===== config.mk =====
export PLATFORM = sky130hd
export DESIGN_NAME = seq_divider_16by8
export DESIGN_NICKNAME = d
export VERILOG_FILES = /design/src/rtl/seq_div_pkg.sv /design/src/rtl/div_step.sv /design/src/rtl/seq_divider_16by8.sv
export SDC_FILE = /design/constraint.sdc
export NUM_CORES = 1
export LEC_CHECK = 0
export ABC_AREA = 0
export CAP_MARGIN = 10
export CORE_MARGIN = 1
export CORE_UTILIZATION = 35
export DETAILED_ROUTE_END_ITERATION = 16
export HOLD_SLACK_MARGIN = 0.05
export PLACE_DENSITY = 0.64
export SLEW_MARGIN = 30
export SYNTH_ARGS = -nofsm -noshare
export SYNTH_HDL_FRONTEND = slang
export SYNTH_SLANG_ARGS = --single-unit

===== constraint.sdc =====
create_clock -name clk -period 4.16 [get_ports clk]
set_clock_uncertainty 0.05 [all_clocks]
set_input_delay 0.416 -clock clk [delete_from_list [all_inputs] [get_ports clk]]
set_output_delay 0.416 -clock clk [all_outputs]
set_load 0.01 [all_outputs]

===== src/rtl/seq_div_pkg.sv =====
// seq_div_pkg: shared types and constants for the 16-by-8 sequential divider.
// Holds the controller state encoding, the default operand widths and the
// quotient value reported when the divisor is zero.
package seq_div_pkg;

    localparam int DIVIDEND_W_DEF = 16;
    localparam int DIVISOR_W_DEF  = 8;
    localparam int CNT_W_DEF      = 5;

    // Quotient reported for a divide-by-zero request (all ones).
    localparam logic [DIVIDEND_W_DEF-1:0] DBZ_QUOTIENT = 16'hFFFF;

    typedef enum logic [1:0] {
        IDLE = 2'd0,
        CALC = 2'd1,
        DONE = 2'd2
    } div_state_e;

endpackage


===== src/rtl/div_step.sv =====
// div_step: one restoring-division step, purely combinational.
// The incoming partial remainder is shifted left by one and takes the next
// dividend bit. If the divisor fits, it is subtracted and the quotient bit is 1.
module div_step #(
    parameter int DIVISOR_W = 8
) (
    input  logic [DIVISOR_W-1:0] prem_i,
    input  logic                 bit_i,
    input  logic [DIVISOR_W-1:0] divisor_i,
    output logic [DIVISOR_W-1:0] prem_o,
    output logic                 qbit_o
);

    logic [DIVISOR_W:0] trial;

    // Trial subtraction on the 9-bit shifted value. The difference always fits
    // in DIVISOR_W bits, so the subtraction is done on the low bits only.
    always_comb begin
        trial  = {prem_i, bit_i};
        prem_o = trial[DIVISOR_W-1:0];
        qbit_o = 1'b0;
        if (trial >= {1'b0, divisor_i}) begin
            prem_o = trial[DIVISOR_W-1:0] - divisor_i;
            qbit_o = 1'b1;
        end
    end

endmodule


===== src/rtl/seq_divider_16by8.sv =====
// seq_divider_16by8: sequential 16-by-8 restoring divider, one step per clock.
// A start in IDLE captures the operands, CALC runs sixteen steps through
// div_step, and DONE raises a one-cycle done pulse with registered results.
// Define SEQ_DIV_SIGNED_EN to treat operands as two's complement (the core
// still divides magnitudes; signs are fixed up when the result is loaded).
module seq_divider_16by8
    import seq_div_pkg::*;
#(
    parameter int DIVIDEND_W = DIVIDEND_W_DEF,
    parameter int DIVISOR_W  = DIVISOR_W_DEF,
    parameter int CNT_W      = CNT_W_DEF
) (
    input  logic                  clk,
    input  logic                  reset_a,
    input  logic                  start,
    input  logic [DIVIDEND_W-1:0] dividend,
    input  logic [DIVISOR_W-1:0]  divisor,
    output logic                  busy,
    output logic                  done_flag,
    output logic [DIVIDEND_W-1:0] quotient,
    output logic [DIVISOR_W-1:0]  remainder,
    output logic                  div_by_zero
);

    div_state_e            state_q;
    logic [CNT_W-1:0]      cnt_q;
    logic [DIVIDEND_W-1:0] dq_q;
    logic [DIVISOR_W-1:0]  prem_q;
    logic [DIVISOR_W-1:0]  dvs_q;
    logic [DIVIDEND_W-1:0] quotient_q;
    logic [DIVISOR_W-1:0]  remainder_q;
    logic                  dbz_q;
    logic                  busy_q;
    logic                  done_q;

    logic [DIVIDEND_W-1:0] dq_d;
    logic [DIVISOR_W-1:0]  prem_d;
    logic                  qbit;
    logic [DIVIDEND_W-1:0] dividendAbs;
    logic [DIVISOR_W-1:0]  divisorAbs;
    logic [DIVIDEND_W-1:0] resQuot;
    logic [DIVISOR_W-1:0]  resRem;

`ifdef SEQ_DIV_SIGNED_EN
    logic negQuot_q;
    logic negRem_q;
`endif

    div_step #(
        .DIVISOR_W (DIVISOR_W)
    ) u_step (
        .prem_i    (prem_q),
        .bit_i     (dq_q[DIVIDEND_W-1]),
        .divisor_i (dvs_q),
        .prem_o    (prem_d),
        .qbit_o    (qbit)
    );

`ifdef SEQ_DIV_SIGNED_EN
    // Operand magnitudes. The most negative values negate to themselves, which
    // read as unsigned are exactly their magnitudes (32768 and 128).
    always_comb begin
        dividendAbs = dividend;
        divisorAbs  = divisor;
        if (dividend[DIVIDEND_W-1]) begin
            dividendAbs = ~dividend + DIVIDEND_W'(1);
        end
        if (divisor[DIVISOR_W-1]) begin
            divisorAbs = ~divisor + DIVISOR_W'(1);
        end
    end
`else
    // Unsigned build: operands go straight into the core.
    always_comb begin
        dividendAbs = dividend;
        divisorAbs  = divisor;
    end
`endif

    // Next shift-register value and the final results formed on the last step.
    always_comb begin
        dq_d    = {dq_q[DIVIDEND_W-2:0], qbit};
        resQuot = dq_d;
        resRem  = prem_d;
`ifdef SEQ_DIV_SIGNED_EN
        if (negQuot_q) begin
            resQuot = ~dq_d + DIVIDEND_W'(1);
        end
        if (negRem_q) begin
            resRem = ~prem_d + DIVISOR_W'(1);
        end
`endif
    end

    // Controller FSM with registered outputs. The divide-by-zero path spends an
    // extra silent cycle in DONE so its done pulse lands two cycles after accept.
    always_ff @(posedge clk or negedge reset_a) begin
        if (!reset_a) begin
            state_q     <= IDLE;
            cnt_q       <= '0;
            dq_q        <= '0;
            prem_q      <= '0;
            dvs_q       <= '0;
            quotient_q  <= '0;
            remainder_q <= '0;
            dbz_q       <= 1'b0;
            busy_q      <= 1'b0;
            done_q      <= 1'b0;
`ifdef SEQ_DIV_SIGNED_EN
            negQuot_q   <= 1'b0;
            negRem_q    <= 1'b0;
`endif
        end else begin
            unique case (state_q)
                IDLE: begin
                    done_q <= 1'b0;
                    if (start) begin
                        busy_q <= 1'b1;
                        if (divisor == '0) begin
                            state_q     <= DONE;
                            quotient_q  <= DIVIDEND_W'(DBZ_QUOTIENT);
                            remainder_q <= dividend[DIVISOR_W-1:0];
                            dbz_q       <= 1'b1;
                        end else begin
                            state_q <= CALC;
                            dq_q    <= dividendAbs;
                            dvs_q   <= divisorAbs;
                            prem_q  <= '0;
                            cnt_q   <= '0;
`ifdef SEQ_DIV_SIGNED_EN
                            negQuot_q <= dividend[DIVIDEND_W-1] ^ divisor[DIVISOR_W-1];
                            negRem_q  <= dividend[DIVIDEND_W-1];
`endif
                        end
                    end
                end
                CALC: begin
                    dq_q   <= dq_d;
                    prem_q <= prem_d;
                    cnt_q  <= cnt_q + CNT_W'(1);
                    if (cnt_q == CNT_W'(DIVIDEND_W - 1)) begin
                        state_q     <= DONE;
                        quotient_q  <= resQuot;
                        remainder_q <= resRem;
                        dbz_q       <= 1'b0;
                        done_q      <= 1'b1;
                    end
                end
                DONE: begin
                    if (done_q) begin
                        state_q <= IDLE;
                        done_q  <= 1'b0;
                        busy_q  <= 1'b0;
                    end else begin
                        done_q <= 1'b1;
                    end
                end
                default: begin
                    state_q <= IDLE;
                    done_q  <= 1'b0;
                    busy_q  <= 1'b0;
                end
            endcase
        end
    end

    assign busy        = busy_q;
    assign done_flag   = done_q;
    assign quotient    = quotient_q;
    assign remainder   = remainder_q;
    assign div_by_zero = dbz_q;

endmodule

==> results.yml <==
critical_path:
  cp_max_fo: 16
  r2r_cells: 7
  arrival_ns: 2.92
  crit_cells: 7
  cp_cell_sequence: "ha_1, a21oi_1, o221ai_1, a21oi_2, mux2i_1, a21oi_1, mux2_2"
  critPathKind: "flop to flop"
  crit_top_cell: "a21oi_1"
  cpMaxStageDelayCell: "a21oi_2"
  slowest_delay_ns: 0.59
  end_kind: "flop"
  path_buf_inv: 0
  worstSetupStartpointType: "flop"
  worstPathRequired_ns: 4.36
  path_delay_family: "compound AO/OA/AOI/OAI gates"
cells_and_area:
  antenna_cells: 0
  drive_above_1_share_pct: 10.7
  fillers: 972
  final_cells: 546
  final_cell_mix: "66 x dfrtp_1, 52 x clkdlybuf4s50_1, 43 x nand2_1"
  multi_input_area_sq_um: 1590
  final_area_sq_um: 4290
  seq_area_sq_um: 1650
  final_common_cell: "dfrtp_1"
  syn_to_final_growth_pct: 22.5
  nets: 449
place:
  hpwl_mm: 5.46
  portBuffers: 53
  dp.cells: 528
  place_congestion: 0.768
  dpl_cell_area_sq_um: 4090
worst_hold_path:
  hold_depth: 2
  hp-class: "flop to flop"
power:
  pwr-share-seq_pct: 34.4
  ir_worst_vdd_mv: 0.212
  switching_power_mw: 1.33
  powerDensity_nw_per_um2: 753
  clkPwrFrac_pct: 15.2
  total_power_mw: 3.23
  pwr-share-comb_pct: 50.4
  p_leak_nw: 1.87
  internal_power_mw: 1.90
  p_sw_share_pct: 41.2
clock_network:
  cts.sinks: 66
  clk_latency_ns: 0.36
  cts_max_level: 3
  clock_path_buffers: 2
  cts_resized: 0
  cts.reportedPaths.clkPinSlew_ns: 0.08
  cts_made_buffers: 9
  root_buffer: "clkbuf_8"
  cts_tree: "built"
logic_synthesis:
  synth_cells: 358
  synth-seq-cells: 66
  synth_cell_type_count: 45
  seq_area_frac_synth_pct: 47.1
  synth_nets: 399
  synthArstFlopShare_pct: 100
  synth-edff-count: 0
  syn-cell-area_sq_um: 3500
  ys.flop_type: "dfrtp_1"
  yosys_warnings: 0
  avgSynthCellArea_sq_um: 9.79
die:
  dieHeight_microns: 102
  fp.dieArea_sq_um: 10400
  start_util_pct: 36.0
  row_count: 36
  io_pins: 54
  coreArea_sq_um: 9730
  die_x_microns: 102
drt:
  first_iter_violations: 129
  first_pass_iters: 4
  drc: 0
  num_vias: 2683
  ant_nets: 0
  via_per_inst: 4.91
  wirelength_mm: 7.65
  wl_per_cell_microns: 14.0
global_route:
  track_usage_pct: 16.2
  grt_pass1_wl_mm: 12.7
  grt_overflow: 0
  antenna_found_initial: 0
  grt_max_degree: 47
  first_global_vias: 2678
sta:
  fmax_ghz: 0.367
  setup_viol: 0
  slew_viol_final: 0
  tns_ns: 0
  fin_crit_sh_pct: 65.4
  slew_headroom_pct: 48.9
  tightestPinTransition_ns: 0.765
  grt_setup_unrepaired: "false"
  fin_crit_ns: 2.72
  finalHoldViolCount: 0
  holdWs_ns: 0.444
outcome:
  status: "complete, no violations"
job:
  maxCapViolCount: 0
through the flow:
step	setup slack (ns)	util [%]
detailed placement	1.17	42.0
global route	1.25	44.1
global placement	1.20	42.0
CTS	1.43	44.0
finish	1.44	44.1
floorplan	2.12	-
power groups by stage:
stage	sequential (mW)	clock, mW	combinational [mW]
after global placement	1.12	0	1.59
after CTS	1.11	0.503	1.63
final	1.11	0.490	1.63
after floorplan	1.14	0	1.11
after global routing	1.15	0.527	1.83
after detailed placement	1.13	0	1.62
Yosys cell counts (2+ instances only):
| cell type | instances | area, sq um |
|---|---|---|
| a211oi_1 | 5 | 37.5 |
| a21oi_1 | 15 | 75.1 |
| a31oi_1 | 7 | 43.8 |
| buf_2 | 5 | 25.0 |
| buf_4 | 3 | 22.5 |
| buf_6 | 6 | 67.6 |
| clkbuf_1 | 4 | 15.0 |
| dfrtp_1 | 66 | 1650 |
| ha_1 | 13 | 163 |
| inv_1 | 35 | 131 |
| mux2_2 | 13 | 146 |
| mux2i_1 | 19 | 190 |
| nand2_1 | 43 | 161 |
| nand2b_1 | 5 | 31.3 |
| nand3_1 | 6 | 30.0 |
| nor2_1 | 17 | 63.8 |
| nor2b_1 | 3 | 18.8 |
| nor4_4 | 2 | 42.5 |
| o21a_1 | 2 | 15.0 |
| o21ai_0 | 39 | 195 |
| o21ai_1 | 18 | 90.1 |
| o21bai_1 | 2 | 15.0 |
| o22a_1 | 2 | 17.5 |
| o22ai_1 | 2 | 12.5 |
| o31ai_1 | 2 | 15.0 |
| xnor2_1 | 4 | 35.0 |
| xor2_1 | 2 | 17.5 |
cell type report:
| type | instances | area share, % |
|---|---|---|
| Clock buffer | 9 | 2.89 |
| Clock inverter | 7 | 1.25 |
| Inverter | 36 | 3.15 |
| Multi-Input combinational cell | 237 | 36.9 |
| Sequential cell | 66 | 38.5 |
| Tap cell | 133 | 3.88 |
| Timing Repair Buffer | 58 | 13.4 |
cell families after synthesis:
kind of cell / Yosys count / share of synthesized area (%)
AO/OA/AOI/OAI: 106 / 18.4
AND/OR/NAND/NOR: 79 / 10.4
flip-flops: 66 / 47.1
buffers and inverters: 55 / 7.71
multiplexers: 32 / 9.60
adder cells (fa/ha/maj): 14 / 5.21
XOR/XNOR: 6 / 1.50
worst min-delay path, cell delays in order (launching register included):
cell and delay (ns):
dfrtp_1 0.35, nand2_1 0.05, o31ai_1 0.06
timing repair:
| action | 4_1_cts | 5_1_grt |
|---|---|---|
| endpoints found under the hold margin | 44 | 0 |
| buffers inserted | 0 | 0 |
| hold buffers | 1 | 0 |
flip-flops by register name, indices dropped and copies added (netlist names):
register	cells
dq_q	16
prem_q	8
quotient	16
remainder	8
state_q	2
div_by_zero	1
busy	1
dvs_q	8
cnt_q	5
done_flag	1
final timing paths:
check / from / endpoint / slack (ns)
max: prem_q[3] / remainder[1] / 1.44
min: cnt_q[4] / cnt_q[4] / 0.44
min reg2reg: cnt_q[4] / cnt_q[4] / 0.44
max in group asynchronous: reset_a / quotient[5] / 2.79
min in group asynchronous: reset_a / quotient[15] / 0.54
max reg2reg: prem_q[3] / remainder[1] / 1.44
routing by layer:
| layer | share of wire, % | wire, microns | global-route usage [%] | up-vias |
|---|---|---|---|---|
| met5 | 0 | 0 | 0 | - |
| met4 | 2.8 | 216 | 9.01 | 0 |
| met3 | 2.6 | 198 | 3.28 | 18 |
| met2 | 49 | 3740 | 26.9 | 43 |
| met1 | 46 | 3500 | 19.6 | 1295 |
| li1 | - | - | - | 1327 |
Power figures use the tool's default switching activity.
